===== src/rtl/ppg_channel_scheduler.sv =====
// PPG front-end scheduler: sequences IR/RED/ambient phases, settles, averages ADC
// samples per phase and emits tagged samples; calibration applies at frame boundaries.
module ppg_channel_scheduler #(
  parameter int SETTLE_CYC = 16,
  parameter int AVG_LOG2   = 2,
  parameter int AMBIENT_EN = 1
) (
  input  logic       clk,
  input  logic       rst,
  input  logic       enable,
  input  logic       cal_load,
  input  logic [6:0] dc_ir,
  input  logic [6:0] dc_red,
  input  logic [3:0] pga_ir,
  input  logic [3:0] pga_red,
  input  logic [7:0] ADC,
  output logic [6:0] DC_Comp,
  output logic [3:0] PGA_Gain,
  output logic       LED_IR,
  output logic       LED_RED,
  output logic [7:0] sample_out,
  output logic [1:0] sample_ch,
  output logic       sample_sat,
  output logic       sample_valid,
  output logic       frame_done,
  output logic       busy
);

  localparam int         ACC_W       = 8 + AVG_LOG2;
  localparam logic [7:0] SETTLE_LAST = 8'(SETTLE_CYC - 1);
  localparam logic [7:0] ACQ_LAST    = 8'((1 << AVG_LOG2) - 1);
  localparam logic [6:0] DC_RESET    = 7'd64;

  typedef enum logic [2:0] {S_IDLE, S_SETUP, S_SETTLE, S_ACQUIRE, S_EMIT} state_t;
  typedef enum logic [1:0] {PH_AMB = 2'd0, PH_IR = 2'd1, PH_RED = 2'd2} phase_t;

  state_t             state_q, state_d;
  phase_t             phase_q, phase_d;
  logic [7:0]         cnt_q, cnt_d;
  logic [ACC_W-1:0]   acc_q, acc_d;
  logic               sat_q, sat_d;

  logic [6:0] act_dc_ir_q, act_dc_ir_d, act_dc_red_q, act_dc_red_d;
  logic [3:0] act_pga_ir_q, act_pga_ir_d, act_pga_red_q, act_pga_red_d;
  logic [6:0] pend_dc_ir_q, pend_dc_ir_d, pend_dc_red_q, pend_dc_red_d;
  logic [3:0] pend_pga_ir_q, pend_pga_ir_d, pend_pga_red_q, pend_pga_red_d;
  logic       pend_flag_q, pend_flag_d;

  logic [6:0] dc_q, dc_d;
  logic [3:0] pga_q, pga_d;
  logic       led_ir_q, led_ir_d, led_red_q, led_red_d;
  logic [7:0] sample_out_q, sample_out_d;
  logic [1:0] sample_ch_q, sample_ch_d;
  logic       sample_sat_q, sample_sat_d;
  logic       sample_valid_q, sample_valid_d;
  logic       frame_done_q, frame_done_d;
  logic       busy_q, busy_d;

  logic [ACC_W-1:0] sum;
  logic             adc_sat;
  logic             last_phase;
  logic             start_frame;

  always_comb begin
    // NOTE: every combinational output gets a default first so no path infers a latch.
    state_d        = state_q;
    phase_d        = phase_q;
    cnt_d          = cnt_q;
    acc_d          = acc_q;
    sat_d          = sat_q;
    act_dc_ir_d    = act_dc_ir_q;
    act_dc_red_d   = act_dc_red_q;
    act_pga_ir_d   = act_pga_ir_q;
    act_pga_red_d  = act_pga_red_q;
    pend_dc_ir_d   = pend_dc_ir_q;
    pend_dc_red_d  = pend_dc_red_q;
    pend_pga_ir_d  = pend_pga_ir_q;
    pend_pga_red_d = pend_pga_red_q;
    pend_flag_d    = pend_flag_q;
    dc_d           = dc_q;
    pga_d          = pga_q;
    led_ir_d       = led_ir_q;
    led_red_d      = led_red_q;
    sample_out_d   = sample_out_q;
    sample_ch_d    = sample_ch_q;
    sample_sat_d   = sample_sat_q;
    sample_valid_d = 1'b0;
    frame_done_d   = 1'b0;
    start_frame    = 1'b0;

    sum        = acc_q + ACC_W'(ADC);
    adc_sat    = (ADC == 8'd0) || (ADC == 8'hFF);
    last_phase = (phase_q == PH_AMB) || ((phase_q == PH_RED) && (AMBIENT_EN == 0));

    unique case (state_q)
      S_IDLE: begin
        if (enable) start_frame = 1'b1;
      end
      S_SETUP: begin
        state_d = S_SETTLE;
        cnt_d   = 8'd0;
      end
      S_SETTLE: begin
        if (cnt_q == SETTLE_LAST) begin
          state_d = S_ACQUIRE;
          cnt_d   = 8'd0;
          acc_d   = '0;
          sat_d   = 1'b0;
        end else begin
          cnt_d = cnt_q + 8'd1;
        end
      end
      S_ACQUIRE: begin
        acc_d = sum;
        sat_d = sat_q | adc_sat;
        if (cnt_q == ACQ_LAST) begin
          // The last sample lands on the same edge the average is registered.
          state_d        = S_EMIT;
          sample_out_d   = 8'(sum >> AVG_LOG2);
          sample_ch_d    = phase_q;
          sample_sat_d   = sat_q | adc_sat;
          sample_valid_d = 1'b1;
          frame_done_d   = last_phase;
        end else begin
          cnt_d = cnt_q + 8'd1;
        end
      end
      S_EMIT: begin
        if (last_phase) begin
          if (enable) begin
            start_frame = 1'b1;
          end else begin
            state_d   = S_IDLE;
            led_ir_d  = 1'b0;
            led_red_d = 1'b0;
            dc_d      = 7'd0;
          end
        end else begin
          state_d = S_SETUP;
          phase_d = (phase_q == PH_IR) ? PH_RED : PH_AMB;
        end
      end
      default: state_d = S_IDLE;
    endcase

    if (start_frame) begin
      state_d = S_SETUP;
      phase_d = PH_IR;
      if (pend_flag_q) begin
        act_dc_ir_d   = pend_dc_ir_q;
        act_dc_red_d  = pend_dc_red_q;
        act_pga_ir_d  = pend_pga_ir_q;
        act_pga_red_d = pend_pga_red_q;
        pend_flag_d   = 1'b0;
      end
    end

    // Front-end drives only move on the edge entering SETUP.
    if (state_d == S_SETUP) begin
      unique case (phase_d)
        PH_IR: begin
          led_ir_d  = 1'b1;
          led_red_d = 1'b0;
          dc_d      = act_dc_ir_d;
          pga_d     = act_pga_ir_d;
        end
        PH_RED: begin
          led_ir_d  = 1'b0;
          led_red_d = 1'b1;
          dc_d      = act_dc_red_d;
          pga_d     = act_pga_red_d;
        end
        default: begin
          led_ir_d  = 1'b0;
          led_red_d = 1'b0;
          dc_d      = 7'd0;
          pga_d     = act_pga_ir_d;
        end
      endcase
    end

    // A load coinciding with a frame start is kept for the following frame.
    if (cal_load) begin
      pend_dc_ir_d   = dc_ir;
      pend_dc_red_d  = dc_red;
      pend_pga_ir_d  = pga_ir;
      pend_pga_red_d = pga_red;
      pend_flag_d    = 1'b1;
    end

    busy_d = (state_d != S_IDLE);
  end

  // NOTE: sequential state uses non-blocking assignments so all flops update together.
  always_ff @(posedge clk or posedge rst) begin
    if (rst) begin
      state_q        <= S_IDLE;
      phase_q        <= PH_AMB;
      cnt_q          <= 8'd0;
      acc_q          <= '0;
      sat_q          <= 1'b0;
      act_dc_ir_q    <= DC_RESET;
      act_dc_red_q   <= DC_RESET;
      act_pga_ir_q   <= 4'd0;
      act_pga_red_q  <= 4'd0;
      pend_dc_ir_q   <= DC_RESET;
      pend_dc_red_q  <= DC_RESET;
      pend_pga_ir_q  <= 4'd0;
      pend_pga_red_q <= 4'd0;
      pend_flag_q    <= 1'b0;
      dc_q           <= 7'd0;
      pga_q          <= 4'd0;
      led_ir_q       <= 1'b0;
      led_red_q      <= 1'b0;
      sample_out_q   <= 8'd0;
      sample_ch_q    <= 2'd0;
      sample_sat_q   <= 1'b0;
      sample_valid_q <= 1'b0;
      frame_done_q   <= 1'b0;
      busy_q         <= 1'b0;
    end else begin
      state_q        <= state_d;
      phase_q        <= phase_d;
      cnt_q          <= cnt_d;
      acc_q          <= acc_d;
      sat_q          <= sat_d;
      act_dc_ir_q    <= act_dc_ir_d;
      act_dc_red_q   <= act_dc_red_d;
      act_pga_ir_q   <= act_pga_ir_d;
      act_pga_red_q  <= act_pga_red_d;
      pend_dc_ir_q   <= pend_dc_ir_d;
      pend_dc_red_q  <= pend_dc_red_d;
      pend_pga_ir_q  <= pend_pga_ir_d;
      pend_pga_red_q <= pend_pga_red_d;
      pend_flag_q    <= pend_flag_d;
      dc_q           <= dc_d;
      pga_q          <= pga_d;
      led_ir_q       <= led_ir_d;
      led_red_q      <= led_red_d;
      sample_out_q   <= sample_out_d;
      sample_ch_q    <= sample_ch_d;
      sample_sat_q   <= sample_sat_d;
      sample_valid_q <= sample_valid_d;
      frame_done_q   <= frame_done_d;
      busy_q         <= busy_d;
    end
  end

  assign DC_Comp      = dc_q;
  assign PGA_Gain     = pga_q;
  assign LED_IR       = led_ir_q;
  assign LED_RED      = led_red_q;
  assign sample_out   = sample_out_q;
  assign sample_ch    = sample_ch_q;
  assign sample_sat   = sample_sat_q;
  assign sample_valid = sample_valid_q;
  assign frame_done   = frame_done_q;
  assign busy         = busy_q;

endmodule


===== config.mk =====
export PLATFORM = sky130hd
export DESIGN_NAME = ppg_channel_scheduler
export DESIGN_NICKNAME = d
export VERILOG_FILES = /design/src/rtl/ppg_channel_scheduler.sv
export SDC_FILE = /design/constraint.sdc
export NUM_CORES = 1
export LEC_CHECK = 0
export BUFFER_PORTS_ARGS = -buffer_cell sky130_fd_sc_hd__buf_2
export CAP_MARGIN = 25
export CORE_MARGIN = 2
export CORE_UTILIZATION = 45
export CTS_BUF_LIST = sky130_fd_sc_hd__clkbuf_8
export DETAILED_ROUTE_END_ITERATION = 16
export GPL_ROUTABILITY_DRIVEN = 0
export SETUP_SLACK_MARGIN = 0.02
export SYNTH_ARGS = -nofsm -noshare
export SYNTH_HDL_FRONTEND = slang
export SYNTH_SLANG_ARGS = --single-unit
export TNS_END_PERCENT = 30

===== constraint.sdc =====
create_clock -name clk -period 7.3 [get_ports clk]
set_input_delay 1.46 -clock clk [delete_from_list [all_inputs] [get_ports clk]]
set_output_delay 1.46 -clock clk [all_outputs]
set_load 0.01 [all_outputs]

Word-level counts from Yosys, hierarchy flattened
Cells that the tools add are included.
- register bits: 96
- bits of input ports: 34
- output and inout bits: 27
- word-level logic and storage cells: 102
- add/subtract/negate cells: 2
- equality and inequality tests: 14
- muxes and demuxes: 47
- bitwise operators: 1
- reductions and logical operators: 14
- operator list (operator ; count):
    two-way mux 7 bit ; 8
    one-hot mux 8 bit (3 select lines) ; 1
    two-way mux 4 bit ; 5
    one-hot mux 10 bit (2 select lines) ; 1
    two-way mux 1 bit ; 16
    two-way mux 8 bit ; 2
    two-way mux 3 bit ; 5
    one-hot mux 3 bit (5 select lines) ; 1
    one-hot mux 7 bit (2 select lines) ; 1
    adder 10 x 8 -> 10 bit ; 1
    two-way mux 10 bit ; 1
    adder 8 x 1 -> 8 bit, second input constant ; 1
    == test 8 x 2 -> 1 bit, second input constant ; 1
    == test 8 x 4 -> 1 bit, second input constant ; 1
    == test 8 bit, second input constant ; 1
    zero test 8 bit ; 1
    two-way mux 2 bit ; 4
    nonzero test 2 bit ; 4
    == test 3 x 1 -> 1 bit, second input constant ; 2
    == test 3 x 2 -> 1 bit, second input constant ; 2
    AND reduction 2 bit ; 3
    nonzero test 3 bit ; 2
    == test 2 x 1 -> 1 bit, second input constant ; 2
    inequality test 2 bit, second input constant ; 2
    9 further kinds ; 10

Longest topological paths before layout
Gate-level depths: netlist of the first run.
- depth in word-level cells: 8
- mapped depth: 12
- depth with buffers taken out: 10

Worst setup path after synthesis of the first run
OpenSTA, ideal clock, no wires.
- kind: input to register
- start: input port enable
- end: register pga_q[3], in the netlist PGA_Gain[3]
- arrival time: 2.924 ns
- required time: 7.168 ns
- slack: 4.244 ns
- cell stages on the path: 9
- buffers on the path: 1
- path through: and3_1 inv_1 nand2_1 inv_1 ha_1 clkbuf_1 mux2_2 o21ai_0 o21ai_1
- word-level cells in the longest chain between the ends: 6
- elaborated cells between the ends (all ways): 13
- those cells by class: eq/ne: 2; mux: 11
- RTL lines (item ; RTL line ; text):
    start: declaration ; 10 ; input logic enable,
    two-way mux 1 bit * ; 97, 130 ;
    two-way mux 1 bit ; 129 ; if (last_phase) begin
    one-hot mux 1 bit (2 select lines) * ; 95 ; unique case (state_q)
    two-way mux 2 bit * ; 146 ; if (start_frame) begin
    net phase_d[0] ; 38 ; phase_t phase_q, phase_d;
    == test 2 bit * ; 160 ; unique case (phase_d)
    two-way mux 4 bit * ; 160 ;
    end signal: assignment ; 237 ; pga_q <= pga_d;
    end: declaration ; 50 ; logic [3:0] pga_q, pga_d;
The timed path passes the listed nets; every way through them passes the cells marked *.
A chain may end at the register's enable or synchronous reset.

Worst setup path in the final report of the first run
- start: input port ADC[7]
- end: register sample_out_q[7], in the netlist sample_out[7]
- word-level cells in the longest chain between the ends: 1
- RTL lines (item ; RTL line ; text):
    start: declaration ; 16 ; input logic [7:0] ADC,
    adder 10 x 8 -> 10 bit ; 91 ; sum = acc_q + ACC_W'(ADC);
    end signal: assignment ; 240 ; sample_out_q <= sample_out_d;
    end: declaration ; 52 ; logic [7:0] sample_out_q, sample_out_d;
No other way between the ends.

==> results of run 1 <==
## registers in the layout, summed over array words and instances, names as in the netlist, 3 cells and up
signal          cells
acc_q              10
cnt_q               8
sample_out          8
DC_Comp             7
act_dc_ir_q         7
act_dc_red_q        7
pend_dc_ir_q        7
pend_dc_red_q       7
PGA_Gain            4
act_pga_ir_q        4
act_pga_red_q       4
pend_pga_ir_q       4
pend_pga_red_q      4
state_q             3
## placed cells by master, fill, tap and decap left out, types with 4 or more instances in the layout
cell         n
clkbuf_8     9
and3_1       5
mux2_2      28
nand2b_1     4
ha_1        11
dfstp_2      4
mux2i_1      6
o31ai_1      4
nor2_1      22
a22o_1       5
nor3_1       4
nand3_1     11
o211ai_1     4
a221oi_1    16
inv_1       21
o2bb2ai_1    7
a21oi_1     10
nand2_1    109
o21ai_1      4
o21ai_0     21
dfrtp_1     92
xnor2_1      5
buf_2       60
## critical path, delay by kind of cell
family	cells	cell delay, ns
AO/OA/AOI/OAI	2	0.81
adder cells (fa/ha/maj)	1	0.41
AND/OR/NAND/NOR	3	0.39
buffers and inverters	1	0.12
## through the flow
step           hold slack, ns  area (um2)  utilization, %  std cells
2_1_floorplan           0.439        4630               -        464
3_3_place_gp            0.447        5020            49.6        640
3_5_place_dp            0.454        5020            49.6        640
4_1_cts                 0.469        5240            51.7        656
5_1_grt                 0.480        5280            52.1        658
6_report                0.464        5280            52.1        658
## metal layers
| metal | share of wire, % | track usage (%) | up-vias |
|---|---|---|---|
| met4 | 0.73 | 5.52 | 0 |
| met3 | 3.1 | 3.65 | 6 |
| met5 | 0 | 0 | - |
| li1 | - | - | 1736 |
| met1 | 49 | 26.5 | 1680 |
| met2 | 47 | 28.6 | 54 |
## logic make-up (layout without fill, tap and decap cells)
kind of cell	Yosys count	in the layout
compound gates	92	92
xor+xnor	5	5
fa+ha+maj	12	12
buf+inv	45	103
flops	96	96
mux	34	34
simple gates	180	180
## power breakdown
group          internal (mW)  switching (mW)  leakage, nW
logic                  0.209           0.280         1.20
registers              0.643          0.0739         1.19
clock network          0.194           0.188        0.114
total                   1.05           0.541         2.50
## final cells by class
| type | instances | area share [%] |
|---|---|---|
| Sequential cell | 96 | 45.6 |
| Tap cell | 136 | 3.22 |
| Inverter | 23 | 1.68 |
| Clock buffer | 9 | 2.34 |
| Timing Repair Buffer | 64 | 6.77 |
| Multi-Input combinational cell | 323 | 38.7 |
| Clock inverter | 7 | 1.75 |
## how the worst min path moves through the flow
stage               cells past startpoint         endpoint             from
floorplan                               2  act_dc_red_q[6]  act_dc_red_q[6]
global placement                        2   act_dc_ir_q[6]   act_dc_ir_q[6]
detailed placement                      2   act_dc_ir_q[6]   act_dc_ir_q[6]
CTS                                     2   act_dc_ir_q[6]   act_dc_ir_q[6]
global route                            2  act_dc_red_q[6]  act_dc_red_q[6]
finish                                  2   act_dc_ir_q[6]   act_dc_ir_q[6]
==> results.py, run 1 <==
metrics = {
    "synthesis": {
        "ys.flop_type": "dfrtp_1",
        "synth_top_family_by_area": "simple AND/OR/NAND/NOR gates",
        "synth_most_common_cell": "nand2_1",
        "synthCells": 464,
        "ys_ff_latch": 96,
        "synth_area_leaders": "dfrtp_1, nand2_1, mux2_2",
        "yosys-top-cells-count": "nand2_1, dfrtp_1, mux2_2",
        "syn_avg_cell_area_um2": 9.99,
        "synth-xor-area-share_pct": 0.945,
        "synthMuxAreaShare_pct": 8.10,
        "yosysWarnings": 0,
        "yosys.area_share.simple_pct": 17.5,
        "yosysTopAreaCell": "dfrtp_1",
        "synth-compound-area-share_pct": 14.2,
        "synth-async-reset-ratio_pct": 100,
        "ys_seq_area_share_pct": 52.0,
        "synthAdderAreaFrac_pct": 3.40,
        "syn-num-nets": 510,
        "synth_cell_type_count": 57,
        "synth_edf_count": 0,
        "synth_top_area_share_pct": 49.7,
        "netlist_area_um2": 4630,
    },
    "pwr": {
        "power.density_nw_per_um2": 300,
        "leakage_nw": 2.50,
        "finalPower_mw": 1.59,
        "ir_worst_vdd_uv": 114,
    },
    "timing": {
        "skew_ns": 0.0112,
        "rsz0062_at_grt": "no",
        "fin_crit_sh_pct": 40.4,
        "worst_slew_pin_slew_ns": 0.768,
        "fin_ws_ns": 4.35,
        "fmax_mhz": 339,
        "final_hold_viol_count": 0,
        "final_max_slew_viol_count": 0,
        "period_needed_ns": 2.95,
        "finalSetupViolCount": 0,
        "tns_ns": 0,
        "max-slew-margin-rel_pct": 48.6,
    },
    "worst_setup_path": {
        "crit_start": "ADC[7]",
        "crit_chain": "buf_2 -> ha_1 -> and2_1 -> a221oi_1 -> nor4_1 -> a221oi_1 -> nand2_1",
        "cp_slowest_cell": "a221oi_1",
        "crit_fanout": 11,
        "r2r.worst_path.cells": 9,
        "r2r_end": "DC_Comp[1]",
        "critPathCaptureType": "register",
        "r2r_slack_ns": 4.50,
        "cp.arrival_ns": 3.19,
        "slowest_delay_ns": 0.58,
        "start_kind": "input port",
        "crit_end": "sample_out[7]",
        "reg2reg_from": "state_q[0]",
        "path_class": "in -> reg",
        "cp_data_required_time_ns": 7.55,
        "critPathMostFrequentCell": "a221oi_1",
    },
    "drt": {
        "drt-wirelength-per-cell_um": 14.6,
        "drtIter0Drc": 141,
        "vias": 3476,
        "ant_nets": 0,
        "avgViaCountPerCell": 5.28,
        "drc": 0,
        "dr.pass1.iters": 4,
        "routed_wl_um": 9640,
    },
    "final_layout": {
        "final-seq-area_um2": 2410,
        "drive_gt1_share_pct": 22.8,
        "finalNetCount": 563,
        "syn_to_final_growth_pct": 14.0,
        "diodes": 0,
        "fill_cells": 925,
        "multi_input_area_um2": 2040,
    },
    "grt": {
        "grt_use_total_pct": 18.5,
        "grt_antenna_before_repair": 0,
        "grt_pass1_vias": 3390,
        "grt_max_degree": 62,
        "grt_overflow": 0,
        "grt_pass1_wl_um": 16600,
    },
    "cts": {
        "path_clk_slew_ns": 0.10,
        "cts-buffers-inserted": 9,
        "clock_sinks": 96,
        "cts_tree": "yes",
        "clock_latency_ns": 0.36,
        "cts_resized": 0,
        "cts_buffer_depth": 2,
        "clk_root_buffer_cell": "clkbuf_8",
        "htree_levels": 3,
        "hold_buffers": 0,
        "post_cts_buffers": 0,
    },
    "placement": {
        "place_ws_ns": 3.71,
        "port-buffer-count": 60,
        "dp.final_hpwl_um": 6430,
    },
    "die": {
        "rows": 37,
        "floorplan.initialDensity_pct": 45.7,
        "die_w_um": 105,
        "fp.dieArea_um2": 11100,
        "coreArea_um2": 10100,
        "num_io_pins": 61,
        "die_h_um": 105,
    },
    "worst_hold_path": {
        "hold_path.class": "reg -> reg",
    },
    "status": {
        "status": "completed",
    },
    "run": {
        "maxCapViolations": 0,
    },
}
Power figures use the tool's default switching activity.
==> run 2: changes to the inputs <==
clock period = 2.9 ns   (was 7.3 ns; I/O delays follow)
==> run 2 against run 1 <==
- total power increased by 150%
- combinational power increased to 2.5 times the previous value
- global-route usage increased by 0.44 points
- clock skew decreased by 0.0013 ns
- sequential share of layout area decreased by 0.18 points
- non-clock buffer count increased by 6
- die area unchanged
- register-to-register slack got worse by 4.0 ns
- clock power increased by 140%
- routed wire length increased by 1.6%
- critical path depth increased by 2
- critical path type is now reg -> reg
==> results.py, run 2 (synthesis results as in run 1) <==
metrics = {
    "status": {
        "status": "completed",
    },
    "timing": {
        "fmax_mhz": 419,
        "finalSetupViolCount": 0,
        "final_max_slew_viol_count": 0,
        "rsz0062_at_grt": "no",
        "worst_slew_pin_slew_ns": 0.578,
        "tns_ns": 0,
        "fin_ws_ns": 0.511,
        "period_needed_ns": 2.39,
        "max-slew-margin-rel_pct": 61.5,
        "skew_ns": 0.00983,
        "hold-worst-slack_ns": 0.246,
        "fin_crit_sh_pct": 82.4,
        "final_hold_viol_count": 0,
    },
    "final_layout": {
        "diodes": 0,
        "fill_cells": 930,
        "layout_common_cells": "nand2_1, dfrtp_1, buf_2",
        "fin_area_um2": 5310,
        "finalNetCount": 569,
        "largest_reg_flops": 10,
        "layout_commonest_cell": "nand2_1",
        "syn_to_final_growth_pct": 14.5,
        "fin_cells": 664,
        "post-route-util_pct": 52.3,
        "regMostFlops": "acc_q",
        "multi_input_area_um2": 2040,
        "drive_gt1_share_pct": 23.7,
        "final-seq-area_um2": 2410,
    },
    "cts": {
        "clk_root_buffer_cell": "clkbuf_8",
        "cts-buffers-inserted": 9,
        "hold_buffers": 0,
        "clock_sinks": 96,
        "cts_buffer_depth": 2,
        "cts_resized": 0,
        "htree_levels": 3,
        "cts_tree": "yes",
        "path_clk_slew_ns": 0.10,
        "post_cts_buffers": 0,
        "clock_latency_ns": 0.37,
    },
    "drt": {
        "top_layer_used": "met4",
        "wl_met1_um": 4690,
        "dr.pass1.iters": 4,
        "avgViaCountPerCell": 5.37,
        "ant_nets": 0,
        "drtIter0Drc": 127,
        "wl_met2_um": 4540,
        "routed_wl_um": 9790,
        "drt-wirelength-per-cell_um": 14.7,
        "vias": 3563,
        "routed-wl-met3_um": 336,
        "drc": 0,
    },
    "die": {
        "floorplan.initialDensity_pct": 45.7,
        "coreArea_um2": 10100,
        "rows": 37,
        "die_w_um": 105,
        "fp.dieArea_um2": 11100,
        "num_io_pins": 61,
        "die_h_um": 105,
    },
    "worst_setup_path": {
        "r2r.worst_path.cells": 9,
        "crit_fanout": 15,
        "start_kind": "register",
        "critPathMostFrequentCell": "nor2_1",
        "cp_top_family": "simple AND/OR/NAND/NOR gates",
        "r2r_slack_ns": 0.51,
        "crit_chain": "nor2_1 -> nand2_1 -> nor3b_1 -> a21oi_1 -> or2_2 -> ha_1 -> a221oi_1 -> nor2_1 -> o2bb2ai_1",
        "r2r_end": "DC_Comp[1]",
        "slowest_delay_ns": 0.49,
        "cp_data_required_time_ns": 3.14,
        "crit_buf_inv": 0,
        "critPathCaptureType": "register",
        "cp.arrival_ns": 2.63,
        "path_class": "reg -> reg",
        "reg2reg_from": "state_q[0]",
        "cp_slowest_cell": "dfrtp_1",
    },
    "pwr": {
        "p_seq_share_pct": 45.7,
        "power.density_nw_per_um2": 743,
        "switchingPower_mw": 1.37,
        "finalPower_mw": 3.94,
        "switching_share_pct": 34.8,
        "p_int_mw": 2.57,
        "leakage_nw": 2.50,
        "combPwrFrac_pct": 31.3,
        "p_clk_share_pct": 23.0,
        "ir_worst_vdd_uv": 294,
    },
    "placement": {
        "placedCellCount": 648,
        "dp.final_hpwl_um": 6820,
        "placed_cell_area_um2": 5100,
        "place_ws_ns": 0.435,
        "port-buffer-count": 60,
    },
    "grt": {
        "grt_pass1_wl_um": 16900,
        "grt_max_degree": 40,
        "grt_use_total_pct": 19.0,
        "grt_pass1_vias": 3549,
        "grt_antenna_before_repair": 0,
        "grt_overflow": 0,
    },
    "run": {
        "maxCapViolations": 0,
    },
    "worst_hold_path": {
        "hold_path.class": "in -> async",
    },
}
==> run 2: changes by cell type in the layout (fill, tap and decap cells not counted), sizes merged <==
cell | before | now
bufinv | 2 | 1
clkinv | 3 | 1
buf | 64 | 70
clkinvlp | 0 | 5
clkbuf | 9 | 10
inv | 25 | 22
==> run 2: worst max-delay path by stage <==
stage,cells past startpoint,from,endpoint
6_report,9,state_q[0],DC_Comp[1]
5_1_grt,9,state_q[0],DC_Comp[6]
4_1_cts,9,state_q[0],DC_Comp[6]
3_5_place_dp,8,ADC[0],acc_q[8]
3_3_place_gp,8,ADC[0],sample_out[6]
2_1_floorplan,11,state_q[0],PGA_Gain[3]
==> run 2: area by class of cell <==
type / count / share of cell area (%)
Tap cell: 136 / 3.21
Clock buffer: 10 / 2.59
Clock inverter: 6 / 1.30
Timing Repair Buffer: 70 / 7.31
Sequential cell: 96 / 45.4
Multi-Input combinational cell: 323 / 38.5
Inverter: 23 / 1.70
==> run 2: metal layers <==
layer	GRT usage, %	vias up
met5	0	-
met4	8.57	0
met2	30.3	70
met1	25.5	1725
li1	-	1751
met3	2.91	17
==> run 2: worst reg2reg max path, cell delays in order, from the launching register on <==
cell,delay [ns]
dfrtp_1,0.49
nor2_1,0.16
nand2_1,0.10
nor3b_1,0.21
a21oi_1,0.07
or2_2,0.28
ha_1,0.40
a221oi_1,0.35
nor2_1,0.08
o2bb2ai_1,0.12
==> run 2: power groups by stage <==
stage	Clock, mW	Sequential (mW)	Combinational, mW
3_5_place_dp	0	1.83	1.24
6_report	0.907	1.80	1.23
4_1_cts	0.935	1.81	1.24
5_1_grt	0.983	1.85	1.41
3_3_place_gp	0	1.82	1.21
2_1_floorplan	0	1.82	0.903
